$ cat config.mk
export PLATFORM = sky130hd
export DESIGN_NAME = cmi_bus_arbiter
export DESIGN_NICKNAME = d
export VERILOG_FILES = /design/src/rtl/cmi_arb_pkg.sv /design/src/rtl/cmi_arb_prio.sv /design/src/rtl/cmi_bus_arbiter.sv
export SDC_FILE = /design/constraint.sdc
export NUM_CORES = 1
export LEC_CHECK = 0
export BUFFER_PORTS_ARGS = -buffer_cell sky130_fd_sc_hd__buf_2
export CORE_ASPECT_RATIO = 0.9
export CORE_MARGIN = 3
export CORE_UTILIZATION = 41
export DETAILED_ROUTE_END_ITERATION = 12
export HOLD_SLACK_MARGIN = 0.12
export SLEW_MARGIN = 0
export SYNTH_ARGS = -nofsm -noshare
export SYNTH_HDL_FRONTEND = slang
export SYNTH_SLANG_ARGS = --single-unit
$ cat constraint.sdc
create_clock -name b_clk_l -period 4.5 [get_ports b_clk_l]
set_clock_uncertainty 0.2 [all_clocks]
set_input_delay 0.45 -clock b_clk_l [delete_from_list [all_inputs] [get_ports b_clk_l]]
set_output_delay 0.45 -clock b_clk_l [all_outputs]
set_load 0.01 [all_outputs]
$ cat src/rtl/cmi_arb_pkg.sv
// Shared definitions for the CMI bus arbiter: state encoding, requester
// indices and default timeout/starvation limits.
package cmi_arb_pkg;

    typedef enum logic [1:0] {
        ST_IDLE  = 2'd0,
        ST_GRANT = 2'd1,
        ST_BUSY  = 2'd2,
        ST_DRAIN = 2'd3
    } arb_state_t;

    localparam logic [1:0] REQ_CPU = 2'd0;
    localparam logic [1:0] REQ_1   = 2'd1;
    localparam logic [1:0] REQ_2   = 2'd2;
    localparam logic [1:0] REQ_3   = 2'd3;

    localparam int unsigned GRANT_TMO_DEF  = 15;
    localparam int unsigned BUSY_TMO_DEF   = 255;
    localparam int unsigned STARVE_MAX_DEF = 8;

    // Counters stop at all-ones instead of wrapping.
    function automatic logic [7:0] sat_inc(input logic [7:0] v);
        return (v == 8'hFF) ? v : v + 8'd1;
    endfunction

endpackage

$ cat src/rtl/cmi_arb_prio.sv
// Combinational priority select: highest-index active request wins unless the
// CPU is being starved, in which case the CPU wins.
module cmi_arb_prio
    import cmi_arb_pkg::*;
(
    input  logic [3:0] req_l,
    input  logic       starve_h,
    output logic [1:0] winner,
    output logic       valid
);

    always_comb begin
        winner = REQ_CPU;
        valid  = ~&req_l;
        for (int unsigned i = 0; i < 4; i++) begin
            if (!req_l[i]) winner = 2'(i);
        end
        if (starve_h && !req_l[REQ_CPU]) winner = REQ_CPU;
    end

endmodule

$ cat src/rtl/cmi_bus_arbiter.sv
// CMI bus arbiter: grants one requester at a time, tracks the bus tenure and
// withdraws unused grants or overlong tenures with one-cycle timeout pulses.
module cmi_bus_arbiter
    import cmi_arb_pkg::*;
#(
    parameter int unsigned GRANT_TMO  = GRANT_TMO_DEF,
    parameter int unsigned BUSY_TMO   = BUSY_TMO_DEF,
    parameter int unsigned STARVE_MAX = STARVE_MAX_DEF
) (
    input  logic       b_clk_l,
    input  logic       mseq_init_h,
    input  logic [3:0] req_l,
    input  logic       dbbz_l,
    input  logic       hold_l,
    output logic [3:0] grant_l,
    output logic       arb_busy_h,
    output logic       grant_tmo_h,
    output logic       bus_tmo_h,
    output logic [1:0] owner_h
);

    localparam logic [7:0] GRANT_LIM  = 8'(GRANT_TMO);
    localparam logic [7:0] BUSY_LIM   = 8'(BUSY_TMO);
    localparam logic [7:0] STARVE_LIM = 8'(STARVE_MAX);

    arb_state_t state;
    logic [7:0] grant_cnt;
    logic [7:0] busy_cnt;
    logic [7:0] starve_cnt;
    logic       starve_h;
    logic [1:0] winner;
    logic       req_valid;

    assign starve_h = (starve_cnt == STARVE_LIM);

    cmi_arb_prio u_prio (
        .req_l    (req_l),
        .starve_h (starve_h),
        .winner   (winner),
        .valid    (req_valid)
    );

    always_ff @(posedge b_clk_l or posedge mseq_init_h) begin
        if (mseq_init_h) begin
            state       <= ST_IDLE;
            grant_l     <= '1;
            arb_busy_h  <= 1'b0;
            grant_tmo_h <= 1'b0;
            bus_tmo_h   <= 1'b0;
            owner_h     <= '0;
            grant_cnt   <= '0;
            busy_cnt    <= '0;
            starve_cnt  <= '0;
        end else begin
            grant_tmo_h <= 1'b0;
            bus_tmo_h   <= 1'b0;
            if (req_l[REQ_CPU]) starve_cnt <= '0;

            case (state)
                ST_IDLE: begin
                    if (req_valid && dbbz_l && hold_l) begin
                        state      <= ST_GRANT;
                        arb_busy_h <= 1'b1;
                        grant_l    <= ~(4'b0001 << winner);
                        owner_h    <= winner;
                        grant_cnt  <= '0;
                        busy_cnt   <= '0;
                        if (winner == REQ_CPU)
                            starve_cnt <= '0;
                        else if (!req_l[REQ_CPU] && starve_cnt != STARVE_LIM)
                            starve_cnt <= starve_cnt + 8'd1;
                    end
                end
                ST_GRANT: begin
                    grant_cnt <= sat_inc(grant_cnt);
                    // Bus activity outranks a same-cycle request withdrawal.
                    if (!dbbz_l) begin
                        state     <= ST_BUSY;
                        grant_l   <= '1;
                        grant_cnt <= '0;
                        busy_cnt  <= '0;
                    end else if (req_l[owner_h]) begin
                        state      <= ST_IDLE;
                        grant_l    <= '1;
                        arb_busy_h <= 1'b0;
                    end else if (sat_inc(grant_cnt) == GRANT_LIM) begin
                        state       <= ST_IDLE;
                        grant_l     <= '1;
                        arb_busy_h  <= 1'b0;
                        grant_tmo_h <= 1'b1;
                    end
                end
                ST_BUSY: begin
                    if (dbbz_l && hold_l) begin
                        state <= ST_DRAIN;
                    end else begin
                        busy_cnt <= sat_inc(busy_cnt);
                        if (sat_inc(busy_cnt) == BUSY_LIM) begin
                            state     <= ST_DRAIN;
                            bus_tmo_h <= 1'b1;
                        end
                    end
                end
                ST_DRAIN: begin
                    state      <= ST_IDLE;
                    arb_busy_h <= 1'b0;
                end
                default: begin
                    state      <= ST_IDLE;
                    grant_l    <= '1;
                    arb_busy_h <= 1'b0;
                end
            endcase
        end
    end

endmodule

# --- Yosys cells after proc, flatten, opt, wreduce, memory -nomap -nowiden ---
# Index checks and enable logic that the tools add are counted.
word_totals:
  in_bits: 8
  latch_bits: 0
  mem_count: 0
  elab_cells: 93
  mem_bits_rw: 0
  ff_bits: 35
  rom_bits: 0
  out_inout_bits: 9
op_classes:
  n_addsub: 3
  bitwise_logic: 1
  n_reduce_logical: 19
  mux: 43
  div: 0
  magnitude_cmp: 1
  n_mul: 0
  n_shift: 1
  n_eq_ne: 16
op_table:
  columns: ["op", "count"]
  rows:
  - ["$mux W8", 11]
  - ["$add A8 B1 Y8 const B", 3]
  - ["$eq A8 B8 Y1 const B", 3]
  - ["$pmux W8 S3", 1]
  - ["$mux W2", 9]
  - ["$eq A8 B4 Y1 const B", 2]
  - ["$mux W4", 4]
  - ["$pmux W8 S2", 1]
  - ["$mux W1", 13]
  - ["$reduce_and A4 Y1", 3]
  - ["$ne A2 B2 Y1 const B", 4]
  - ["$ne A8 B4 Y1 const B", 1]
  - ["$pmux W2 S4", 1]
  - ["$pmux W4 S2", 1]
  - ["$ne A3 B3 Y1 const B", 2]
  - ["$reduce_and A3 Y1", 2]
  - ["$reduce_bool A3 Y1", 2]
  - ["$logic_and A1 B1 Y1", 5]
  - ["$eq A2 B2 Y1 const B", 2]
  - ["$logic_not A2 Y1", 2]
  - ["$ne A4 B4 Y1 const B", 1]
  - ["$not A4 Y4", 1]
  - ["$reduce_and A2 Y1", 2]
  - ["$shl A1 B2 Y4 const A", 1]
  - ["other kinds (6)", 7]

# --- Logic depth before layout (Yosys ltp) ---
depth:
  word_depth: 8
  depth_mapped: 7

# --- By module ---
# From an unflattened synthesis, not the netlist that was laid out.
hier_totals:
  cells_unflattened: 249
  area_unflattened_um2: 2150.8
by_module_without_submodules:
  columns: ["mod", "cells_per_inst", "instances", "area_per_inst_um2"]
  rows:
  - ["cmi_bus_arbiter", 244, 1, 2118.3]
  - ["cmi_arb_prio", 5, 1, 32.5]

# --- Worst setup path before layout ---
# Ideal clock, no wire load.
synth_path:
  path_type: "input port to flip-flop"
  startpoint: "input port dbbz_l"
  endpoint: "register busy_cnt[1]"
  n_path_buf: 1
  required_time_ns: 4.178
  stages: 5
  arrival_time_ns: 1.445
  path_slack_ns: 2.734
  cell_sequence: "buf_2 > nand3_2 > a221oi_4 > o21ai_1 > a32o_1"
synth_via:
  elab_chain_cells: 4
  elab_cells_between_ends: 7
synth_rtl:
  columns: ["element", "line_no", "source"]
  rows:
  - ["start, declared", "cmi_bus_arbiter.sv:13", "input logic dbbz_l,"]
  - ["$logic_and A1 B1 Y1 (2 in a row)", "cmi_bus_arbiter.sv:61", "if (req_valid && dbbz_l && hold_l) begin"]
  - ["$ne A2 B2 Y1 (no source line)", null, null]
  - ["$reduce_and A4 Y1 (no source line) *", null, null]
  - ["end signal, assigned", "cmi_bus_arbiter.sv:97", "busy_cnt <= sat_inc(busy_cnt);"]
  - ["end, declared", "cmi_bus_arbiter.sv:28", "logic [7:0] busy_cnt;"]
# Every way passes the cells marked *; elsewhere a longest branch is shown, timed or not.
# A chain may end at the register's enable or synchronous reset.

# --- Final worst setup path ---
layout_path:
  startpoint: "register state[0]"
  endpoint: "register bus_tmo_h"
layout_via:
  elab_chain_cells: 2
layout_rtl:
  columns: ["element", "line_no", "source"]
  rows:
  - ["start, declared", "cmi_bus_arbiter.sv:26", "arb_state_t state;"]
  - ["start signal, assigned", "cmi_bus_arbiter.sv:45", "state <= ST_IDLE;"]
  - ["start signal, assigned", "cmi_bus_arbiter.sv:62", "state <= ST_GRANT;"]
  - ["start signal, assigned", "cmi_bus_arbiter.sv:78", "state <= ST_BUSY;"]
  - ["$eq A2 B2 Y1", "cmi_bus_arbiter.sv:59", "case (state)"]
  - ["$mux W1", "cmi_bus_arbiter.sv:59", null]
  - ["end signal, assigned", "cmi_bus_arbiter.sv:49", "bus_tmo_h <= 1'b0;"]
  - ["end signal, assigned", "cmi_bus_arbiter.sv:56", "bus_tmo_h <= 1'b0;"]
  - ["end signal, assigned", "cmi_bus_arbiter.sv:100", "bus_tmo_h <= 1'b1;"]
  - ["end, declared", "cmi_bus_arbiter.sv:18", "output logic bus_tmo_h,"]
# Every way passes these cells.

==> summary.txt <==
Status
  – Outcome: finished clean

Setup path
  – CP endpoint kind: register
  – Worst Setup EP: bus_tmo_h$_DFF_PP0_
  – R2R cell count: 5
  – CP Launch Type: register
  – Worst EP arrival: 2.16 ns
  – Worst-path maximum fanout: 12
  – CP most frequent cell: nand2_1
  – Worst path cell trace: inv_1, nand2_1, a21oi_1, nand2_1, nor4bb_1
  – WP depth: 5
  – R2r setup slk: 2.32 ns
  – Crit Path Category: reg2reg
  – Reg-to-reg startpoint: state[0]$_DFFE_PP0P_
  – WP data required: 4.49 ns
  – Worst setup startpoint: state[0]$_DFFE_PP0P_
  – Crit path buf inv count: 1
  – Worst r2r dst: bus_tmo_h$_DFF_PP0_
  – Critical path's slowest cell: a21oi_1
  – Slowest stage delay, CP: 0.68 ns
  – CP top delay family: compound AO/OA/AOI/OAI gates

Logic synthesis
  – Syn Std Cell Area: 2080 µm²
  – Sequential area share after synthesis: 42.3%
  – Synth Warn #: 0
  – Syn nets: 238
  – Yosys reg bits: 35
  – Syn Inst Count: 226
  – Top cells by count, synth: 31 x dfrtp_1, 28 x a21oi_1, 19 x nand2_1
  – Top FF cell, synth: dfrtp_1
  – Area contributors post-synth: dfrtp_1 37%, a21oi_1 6.7%, dfstp_2 5.0%
  – Yosys top cell by area: dfrtp_1
  – Ys async rst share: 100%
  – Unique masters post-synth: 57
  – Share of the synthesized area in the top cell type: 37.3%
  – Most frequent cell after synthesis: dfrtp_1
  – Syn_area_per_cell: 9.21 µm²
  – Post-synth EDFFs: 0

CTS
  – CTS root buf: clkbuf_8
  – Setup bufs post-CTS: 0
  – CTS tree: yes
  – Clock sink total: 35
  – Hold Buf Count CTS: 1
  – Clock slew at reported path FFs: 0.08 ns
  – Clock buffer depth: 2
  – CTS Buf Count: 5
  – Clock Latency Late Sink: 0.29 ns
  – H-tree depth: 2
  – Post-cts resize count: 0

Placement
  – Dpl hpwl: 3230 µm
  – Global placer's final weighted congestion: 0.873
  – Post-place setup slack: 2.37 ns
  – Dpl cells: 298
  – Buffers added on ports: 16

STA
  – Worst setup margin: 2.32 ns
  – Min Hold Slack: 0.283 ns
  – TNS Setup: 0 ns
  – Final period utilization: 48.4%
  – Max Slew Vio Count: 0
  – Final setup vio count: 0
  – Hold Fails Final Rpt: 0
  – Worst slew pin tran: 0.860 ns
  – RSZ-0062 raised after global routing: no
  – Final Critical Period: 2.18 ns
  – Fmax: 459 MHz
  – Worst slew margin: 42.6%

Final layout
  – Filler cells: 465
  – Synth-to-Final Area Change: 10.8%
  – Post-layout util: 49.5%
  – Final #Nets: 256
  – Share of layout cells above drive strength 1: 18.0%
  – Antenna Diode Count: 0
  – Layout Cells excl Fill: 307

GRT
  – Initial antenna violation count: 0
  – Vias in the first global route: 1690
  – GR Overflow Total: 0
  – First-pass GRT wire length: 7890 µm
  – Largest net degree at the start of global routing: 36
  – GRT Util Overall: 16.8%

Detailed routing
  – DRC violations left: 0
  – Drt pass-1 iters: 4
  – Vias/cell: 5.82
  – Post-route ant nets: 0
  – Routed vias: 1788
  – DR WL/cell: 14.7 µm
  – DRT Wirelength: 4520 µm
  – Number of DRC markers in iteration 0: 107

Power and ir drop
  – Power per cell area: 423 nW/µm²
  – Leakage: 0.948 nW
  – Worst vdd ir: 0.000153 V

Run
  – Max-cap violation count: 0

Hold path
  – Hold Crit Class: in2reg

Floorplan
  – Die Area: 5970 µm²
  – Initial Utilization: 44.7%
  – Die Y: 73.6 µm
  – Num ports: 17
  – Die X: 81.1 µm
  – Core area: 4660 µm²
  – FP Rows: 23
routing by layer:
metal / global-route usage, % / up-vias / part of all wire [%]
met4: 4.88 / 0 / 0.80
met2: 26.4 / 35 / 49
li1: - / 882 / -
met1: 23.1 / 867 / 46
met5: 0 / - / 0
met3: 3.68 / 4 / 4.3
worst min-delay path by stage:
stage	startpoint	end	cells after the start
final	req_l[1]	grant_l[1]$_DFFE_PP1P_	2
after floorplan	grant_cnt[1]$_DFFE_PP0P_	grant_cnt[1]$_DFFE_PP0P_	1
after CTS	req_l[1]	grant_l[1]$_DFFE_PP1P_	2
after global routing	req_l[1]	grant_l[1]$_DFFE_PP1P_	2
after global placement	arb_busy_h$_DFFE_PP0P_	arb_busy_h$_DFFE_PP0P_	1
after detailed placement	arb_busy_h$_DFFE_PP0P_	arb_busy_h$_DFFE_PP0P_	1
power by group:
part / internal [W] / switching (W) / total [W]
logic: 0.000138 / 0.000184 / 0.000322
registers: 0.000370 / 0.0000574 / 0.000427
clock network: 0.000108 / 0.000119 / 0.000228
total: 0.000616 / 0.000360 / 0.000977
state kept, by name, summed over array words and instances (netlist names), named ones only:
name and flops:
state 1, busy_cnt 8, grant_l 4, grant_cnt 8, grant_tmo_h 1, bus_tmo_h 1, owner_h 2, starve_cnt 8
arb_busy_h 1
placed cells by master (no fill, tap or decap), drive strengths merged, types with 9 or more instances in the layout:
master and count:
a21oi 29, buf 17, dfrtp 31, inv 9, nand2 20, nand3 14
nor2 18, nor3 9, o21ai 17
final cells by class:
type / count / area [µm²] / area share [%]
inverter: 9 / 33.8 / 1.46
clock buffer: 6 / 72.6 / 3.15
timing repair buffer: 18 / 97.6 / 4.23
sequential: 35 / 881 / 38.2
multi-input combinational: 175 / 1130 / 49.1
tap: 62 / 77.6 / 3.36
clock inverter: 2 / 12.5 / 0.542
through the flow:
stage / total power (W) / area (µm²)
2_1_floorplan: 0.000671 / 2080
3_3_place_gp: 0.000756 / 2210
3_5_place_dp: 0.000755 / 2210
4_1_cts: 0.000992 / 2310
5_1_grt: 0.00105 / 2310
6_report: 0.000977 / 2310
cells by family (layout without fill, tap and decap cells):
logic type	count (synthesis)	count (layout)	synth area share (%)
xor gates and xnor gates	3	3	1.26
and+or+nand+nor	88	88	23.4
DFF	35	35	42.3
AOI/OAI and AO/OA	78	78	25.8
buffers and inverters	16	35	3.31
muxes	2	2	1.56
adders and majority gates	4	4	2.40
worst reg2reg max path, cell delays in order (launching register included):
cell and delay (ns):
dfrtp_1 0.48, inv_1 0.19, nand2_1 0.09, a21oi_1 0.68, nand2_1 0.15, nor4bb_1 0.31
Power figures use the tool's default switching activity.
